**config.mk**
```make
export PLATFORM = sky130hd
export DESIGN_NAME = commit_trace_buffer
export DESIGN_NICKNAME = d
export VERILOG_FILES = /design/src/rtl/commit_trace_buffer.sv
export SDC_FILE = /design/constraint.sdc
export NUM_CORES = 1
export LEC_CHECK = 0
export BUFFER_PORTS_ARGS = -buffer_cell sky130_fd_sc_hd__buf_2
export CAP_MARGIN = 10
export CORE_ASPECT_RATIO = 1.25
export CORE_MARGIN = 2
export CORE_UTILIZATION = 61
export CTS_CLUSTER_SIZE = 24
export DETAILED_ROUTE_END_ITERATION = 12
export HOLD_SLACK_MARGIN = 0.12
export PLACE_DENSITY = 0.83
export SLEW_MARGIN = 20
export SYNTH_ARGS = -nofsm -noshare
export SYNTH_HDL_FRONTEND = slang
export SYNTH_SLANG_ARGS = --single-unit
```
**constraint.sdc**
```tcl
create_clock -name clk -period 28.1 [get_ports clk]
set_clock_uncertainty 0.1 [all_clocks]
set_input_delay 4.215 -clock clk [delete_from_list [all_inputs] [get_ports clk]]
set_output_delay 4.215 -clock clk [all_outputs]
set_load 0.01 [all_outputs]
```
**src/rtl/commit_trace_buffer.sv**
```systemverilog
// Retire-stage trace monitor: captures MEM/WB commit events as cycle-stamped
// records in a FIFO drained over valid/ready, with on-chip cycle/inst/drop counters.
module commit_trace_buffer #(
    parameter int DATA_W = 16,
    parameter int REG_AW = 4,
    parameter int DEPTH  = 8,
    parameter int CNT_W  = 32
) (
    input  logic                     clk,
    input  logic                     rst,
    input  logic                     en,
    input  logic [DATA_W-1:0]        pc_in,
    input  logic                     reg_wrt,
    input  logic [REG_AW-1:0]        reg_dst,
    input  logic [DATA_W-1:0]        reg_data,
    input  logic                     mem_rd,
    input  logic                     mem_wrt,
    input  logic [DATA_W-1:0]        mem_addr,
    input  logic [DATA_W-1:0]        mem_wdata,
    input  logic [DATA_W-1:0]        mem_rdata,
    input  logic                     hlt,
    output logic                     trc_valid,
    input  logic                     trc_ready,
    output logic [3:0]               trc_flags,
    output logic [DATA_W-1:0]        trc_pc,
    output logic [REG_AW-1:0]        trc_reg_dst,
    output logic [DATA_W-1:0]        trc_reg_data,
    output logic [DATA_W-1:0]        trc_mem_addr,
    output logic [DATA_W-1:0]        trc_mem_data,
    output logic [CNT_W-1:0]         trc_stamp,
    output logic [$clog2(DEPTH):0]   level,
    output logic [CNT_W-1:0]         cycle_count,
    output logic [CNT_W-1:0]         inst_count,
    output logic [CNT_W-1:0]         drop_count,
    output logic                     overflow,
    output logic                     halted
);

    localparam int PTR_W = $clog2(DEPTH);
    localparam int LVL_W = PTR_W + 1;

    typedef struct packed {
        logic [3:0]        flags;
        logic [DATA_W-1:0] pc;
        logic [REG_AW-1:0] dst;
        logic [DATA_W-1:0] rdata;
        logic [DATA_W-1:0] addr;
        logic [DATA_W-1:0] mdata;
        logic [CNT_W-1:0]  stamp;
    } rec_t;

    rec_t              mem_r [DEPTH];
    rec_t              head_r;
    rec_t              rec_s;
    logic              trc_valid_r;
    logic [PTR_W-1:0]  wr_ptr_r, rd_ptr_r, wr_ptr_nxt_s, rd_ptr_nxt_s;
    logic [LVL_W-1:0]  level_r, level_nxt_s;
    logic [CNT_W-1:0]  cycle_count_r, inst_count_r, drop_count_r;
    logic              overflow_r, halted_r;
    logic              active_s, event_s, full_s, pop_s, push_s, drop_s;
    logic              store_s, load_s;

    function automatic logic [CNT_W-1:0] sat_inc(input logic [CNT_W-1:0] v);
        return (&v) ? v : v + CNT_W'(1);
    endfunction

    // Event decode, record assembly and next FIFO pointer/occupancy state.
    always_comb begin
        active_s = en & ~halted_r;
        event_s  = active_s & (reg_wrt | mem_rd | mem_wrt | hlt);
        full_s   = (level_r == LVL_W'(DEPTH));
        pop_s    = trc_valid_r & trc_ready;
        push_s   = event_s & (~full_s | pop_s);
        drop_s   = event_s & full_s & ~pop_s;
        store_s  = mem_wrt;
        load_s   = mem_rd & ~mem_wrt;

        rec_s.flags = {hlt, store_s, load_s, reg_wrt};
        rec_s.pc    = pc_in;
        rec_s.dst   = reg_dst;
        rec_s.rdata = reg_data;
        rec_s.addr  = mem_addr;
        rec_s.stamp = cycle_count_r;
        if (store_s) begin
            rec_s.mdata = mem_wdata;
        end else if (load_s) begin
            rec_s.mdata = mem_rdata;
        end else begin
            rec_s.mdata = {DATA_W{1'b0}};
        end

        wr_ptr_nxt_s = push_s ? wr_ptr_r + PTR_W'(1) : wr_ptr_r;
        rd_ptr_nxt_s = pop_s  ? rd_ptr_r + PTR_W'(1) : rd_ptr_r;
        case ({push_s, pop_s})
            2'b10:   level_nxt_s = level_r + LVL_W'(1);
            2'b01:   level_nxt_s = level_r - LVL_W'(1);
            default: level_nxt_s = level_r;
        endcase
    end

    // Record storage; contents are don't-care until written, so no reset.
    always_ff @(posedge clk) begin
        if (push_s) begin
            mem_r[wr_ptr_r] <= rec_s;
        end
    end

    // Control state, counters and the registered head record.
    always_ff @(posedge clk) begin
        if (rst) begin
            wr_ptr_r      <= {PTR_W{1'b0}};
            rd_ptr_r      <= {PTR_W{1'b0}};
            level_r       <= {LVL_W{1'b0}};
            trc_valid_r   <= 1'b0;
            head_r        <= '0;
            cycle_count_r <= {CNT_W{1'b0}};
            inst_count_r  <= {CNT_W{1'b0}};
            drop_count_r  <= {CNT_W{1'b0}};
            overflow_r    <= 1'b0;
            halted_r      <= 1'b0;
        end else begin
            wr_ptr_r    <= wr_ptr_nxt_s;
            rd_ptr_r    <= rd_ptr_nxt_s;
            level_r     <= level_nxt_s;
            trc_valid_r <= (level_nxt_s != {LVL_W{1'b0}});
            // A record landing in the slot that becomes head is forwarded from the write path.
            if (push_s && (wr_ptr_r == rd_ptr_nxt_s)) begin
                head_r <= rec_s;
            end else begin
                head_r <= mem_r[rd_ptr_nxt_s];
            end
            if (active_s) begin
                cycle_count_r <= sat_inc(cycle_count_r);
            end
            if (active_s && (hlt || reg_wrt || mem_wrt)) begin
                inst_count_r <= sat_inc(inst_count_r);
            end
            if (drop_s) begin
                drop_count_r <= sat_inc(drop_count_r);
                overflow_r   <= 1'b1;
            end
            if (active_s && hlt) begin
                halted_r <= 1'b1;
            end
        end
    end

    assign trc_valid    = trc_valid_r;
    assign trc_flags    = head_r.flags;
    assign trc_pc       = head_r.pc;
    assign trc_reg_dst  = head_r.dst;
    assign trc_reg_data = head_r.rdata;
    assign trc_mem_addr = head_r.addr;
    assign trc_mem_data = head_r.mdata;
    assign trc_stamp    = head_r.stamp;
    assign level        = level_r;
    assign cycle_count  = cycle_count_r;
    assign inst_count   = inst_count_r;
    assign drop_count   = drop_count_r;
    assign overflow     = overflow_r;
    assign halted       = halted_r;

endmodule

```
==> run_results.csv <==
group,metric,value,unit
timing,rsz0062_at_grt,"no",
pwr,powerDensity,84.86,nW/um^2
clocking,ctsRootBufferMaster,"clkbuf_16",
timing,worst_pin_slew,1158,ps
detailed_routing,via_per_inst,6.849,
timing,setup_tns,0,ps
grt,gr-total-overflow,0,
synthesis,synth_nets,2778,
timing,layout_min_cycle_time,8296,ps
synthesis,yosysTopAreaCellShare,0.6143,
job,maxCapViolations,0,
die,die_h,292.7,um
synthesis,yosysMostFrequentCell,"edfxtp_1",
placement,placedInstanceArea,42700,um^2
die,core-area,65820,um^2
cells_and_area,nNetsFinal,3010,
detailed_routing,wl_per_cell,27.21,um
detailed_routing,wirelength,105.0,mm
clocking,htree_levels,3,
synthesis,netlist_area,40670,um^2
clocking,cts_tree,"done",
clocking,cts_resized,0,
placement,place.gp.congestion,0.8329,
die,start_util,0.6179,
critical_path,cpPeakStageDelay,930,ps
timing,setup_slack,19800,ps
clocking,path_clk_slew,60,ps
critical_path,crit_type,"in -> reg",
placement,portBuffers,298,
grt,grt_pass1_wl,157.6,mm
synthesis,synth_area_leaders,"edfxtp_1 (61%), dfxtp_1 (10%), mux4_2 (3.7%)",
critical_path,critical_path.max_fanout,62,
clocking,cts_setup_buffers,0,
cells_and_area,final_util,0.7000,
outcome,status,"completed",
grt,grt_pass1_vias,26960,
synthesis,syn_area_per_cell,15.18,um^2
synthesis,synth.distinct_cells,76,
timing,min_period_over_period,0.2952,
detailed_routing,vias,26430,
clocking,clk-insertion-delay-late,660,ps
synthesis,synth_cells,2680,
synthesis,ys_seq_area_frac,0.7192,
timing,setup_viol,0,
timing,max_freq,120.5,MHz
die,dieArea,68770,um^2
grt,track_usage,0.3000,
detailed_routing,first_iter_violations,3280,
cells_and_area,area_growth_syn_to_layout,13.29,%
detailed_routing,drt-pass1-iter-count,8,
critical_path,crit_chain,"buf_2, nand2_1, a211oi_1, nand2_1, nor3_2, buf_4, buf_4",
timing,slew_violations,0,
grt,grt_antenna_before_repair,9,
synthesis,yosysTopAreaCell,"edfxtp_1",
synthesis,synth_seq_cells,1045,
synthesis,synthFlopType,"edfxtp_1",
pwr,peakVddDrop,0.07509,mV
clocking,numClockSinks,1045,
synthesis,synth_warnings,0,
clocking,clockBufferDepth,3,
timing,slew_headroom,0.2279,
clocking,cts_buffers,94,
critical_path,worstPathRequired,28250,ps
cells_and_area,design_area,46080,um^2
critical_path,critical-path-slowest-cell,"buf_4",
synthesis,synth_edf_count,832,
die,die_w,235.0,um
timing,whs,364.9,ps
detailed_routing,drc,0,
cells_and_area,drive_above_1_share,0.2055,
synthesis,synthTopCellsByCount,"edfxtp_1 (832), nand2_1 (318), dfxtp_1 (213)",
placement,place_ws,19360,ps
critical_path,worstSetupEndpointType,"register",
clocking,postCtsHoldBufs,0,
synthesis,synthArstFlopShare,0,
timing,finalHoldViolations,0,
critical_path,worstPathArrival,8440,ps
detailed_routing,ant_nets,0,
grt,grt_max_degree,71,
die,fp-row-count,105,
die,io_pins,299,
hold_path,hold_class,"reg -> reg",
placement,dp_hpwl,57.77,mm
critical_path,startpoint_type,"primary input",
pwr,power.static_leakage,0.01538,uW
## per-stage QoR
| step | total power, uW | cells |
|---|---|---|
| 2_1_floorplan | 2311 | 2680 |
| 3_3_place_gp | 2555 | 3669 |
| 3_5_place_dp | 2582 | 3669 |
| 4_1_cts | 3909 | 3846 |
| 5_1_grt | 4023 | 3852 |
| 6_report | 3910 | 3858 |
## metal layers
metal  part of all wire  vias to the layer above  track usage
met5            0.00027                        -     0.002114
met2               0.51                     1707       0.5177
met4              0.042                        4       0.1558
met3              0.096                      308      0.05457
met1               0.35                    13210       0.3619
li1                   -                    11200            -
## where the power goes
group	total (uW)	internal, uW	switching (uW)
logic	740	268	472
clock network	1340	789	554
registers	1830	1770	56.9
## worst paths after layout
kind	endpoint	depth (start not counted)	start	slack [ps]
hold / removal	overflow	2	overflow	360
setup reg to reg	mem_r[2][50]	6	trc_valid	22910
hold reg to reg	overflow	2	overflow	360
setup / recovery	mem_r[2][50]	7	trc_ready	19800
## kinds of logic after synthesis
| kind of cell | after synthesis | share of synthesized area |
|---|---|---|
| buffers and inverters | 240 | 0.02824 |
| AO/OA/AOI/OAI | 598 | 0.1119 |
| XOR/XNOR | 18 | 0.004215 |
| adder cells (fa/ha/maj) | 6 | 0.001846 |
| multiplexers | 169 | 0.06227 |
| flip-flops | 1045 | 0.7192 |
| AND/OR/NAND/NOR | 604 | 0.07239 |
## state kept, by name, indices dropped and copies added, names as in the netlist, 3 cells and up
signal / cells
rd_ptr_r: 3
trc_pc: 16
inst_count: 32
trc_reg_dst: 4
trc_stamp: 32
trc_flags: 4
cycle_count: 32
drop_count: 32
level: 4
trc_mem_addr: 16
mem_r: 832
trc_reg_data: 16
trc_mem_data: 16
wr_ptr_r: 3
## worst max-delay path, delay by kind of cell
family                 cells  cell delay (ps)
buffers and inverters      3             1700
AND/OR/NAND/NOR            3             1620
AO/OA/AOI/OAI              1              810
## area by class of cell
class | instances | area [um^2]
Clock buffer | 135 | 2700
Sequential cell | 1045 | 29250
Multi-Input combinational cell | 1395 | 10440
Tap cell | 856 | 1071
Timing Repair Buffer | 347 | 1926
Inverter | 29 | 108.9
Fill cell | 4035 | 19740
Antenna cell | 9 | 22.52
Clock inverter | 42 | 559.3
## layout by cell type, fill, tap and decap left out, drive strengths merged, types with 11 or more instances in the layout
cell | netlist | layout
nor2 | 44 | 44
a222oi | 86 | 86
a221oi | 20 | 20
a32oi | 86 | 86
clkinv | 0 | 25
a32o | 86 | 86
bufinv | 0 | 13
a22o | 16 | 16
mux4 | 66 | 66
nand3 | 35 | 35
nand2b | 22 | 22
clkbuf | 123 | 135
mux2 | 12 | 12
o31ai | 37 | 37
nand2 | 318 | 318
and4 | 11 | 11
or4 | 23 | 23
o21ai | 56 | 56
nor4 | 11 | 11
or3 | 60 | 60
inv | 29 | 30
buf | 87 | 347
dfxtp | 213 | 213
nand4 | 31 | 31
o22ai | 16 | 16
edfxtp | 832 | 832
a21oi | 169 | 169
mux2i | 91 | 91
nor3 | 15 | 15
Note: power is estimated with default switching activity, not from simulation.
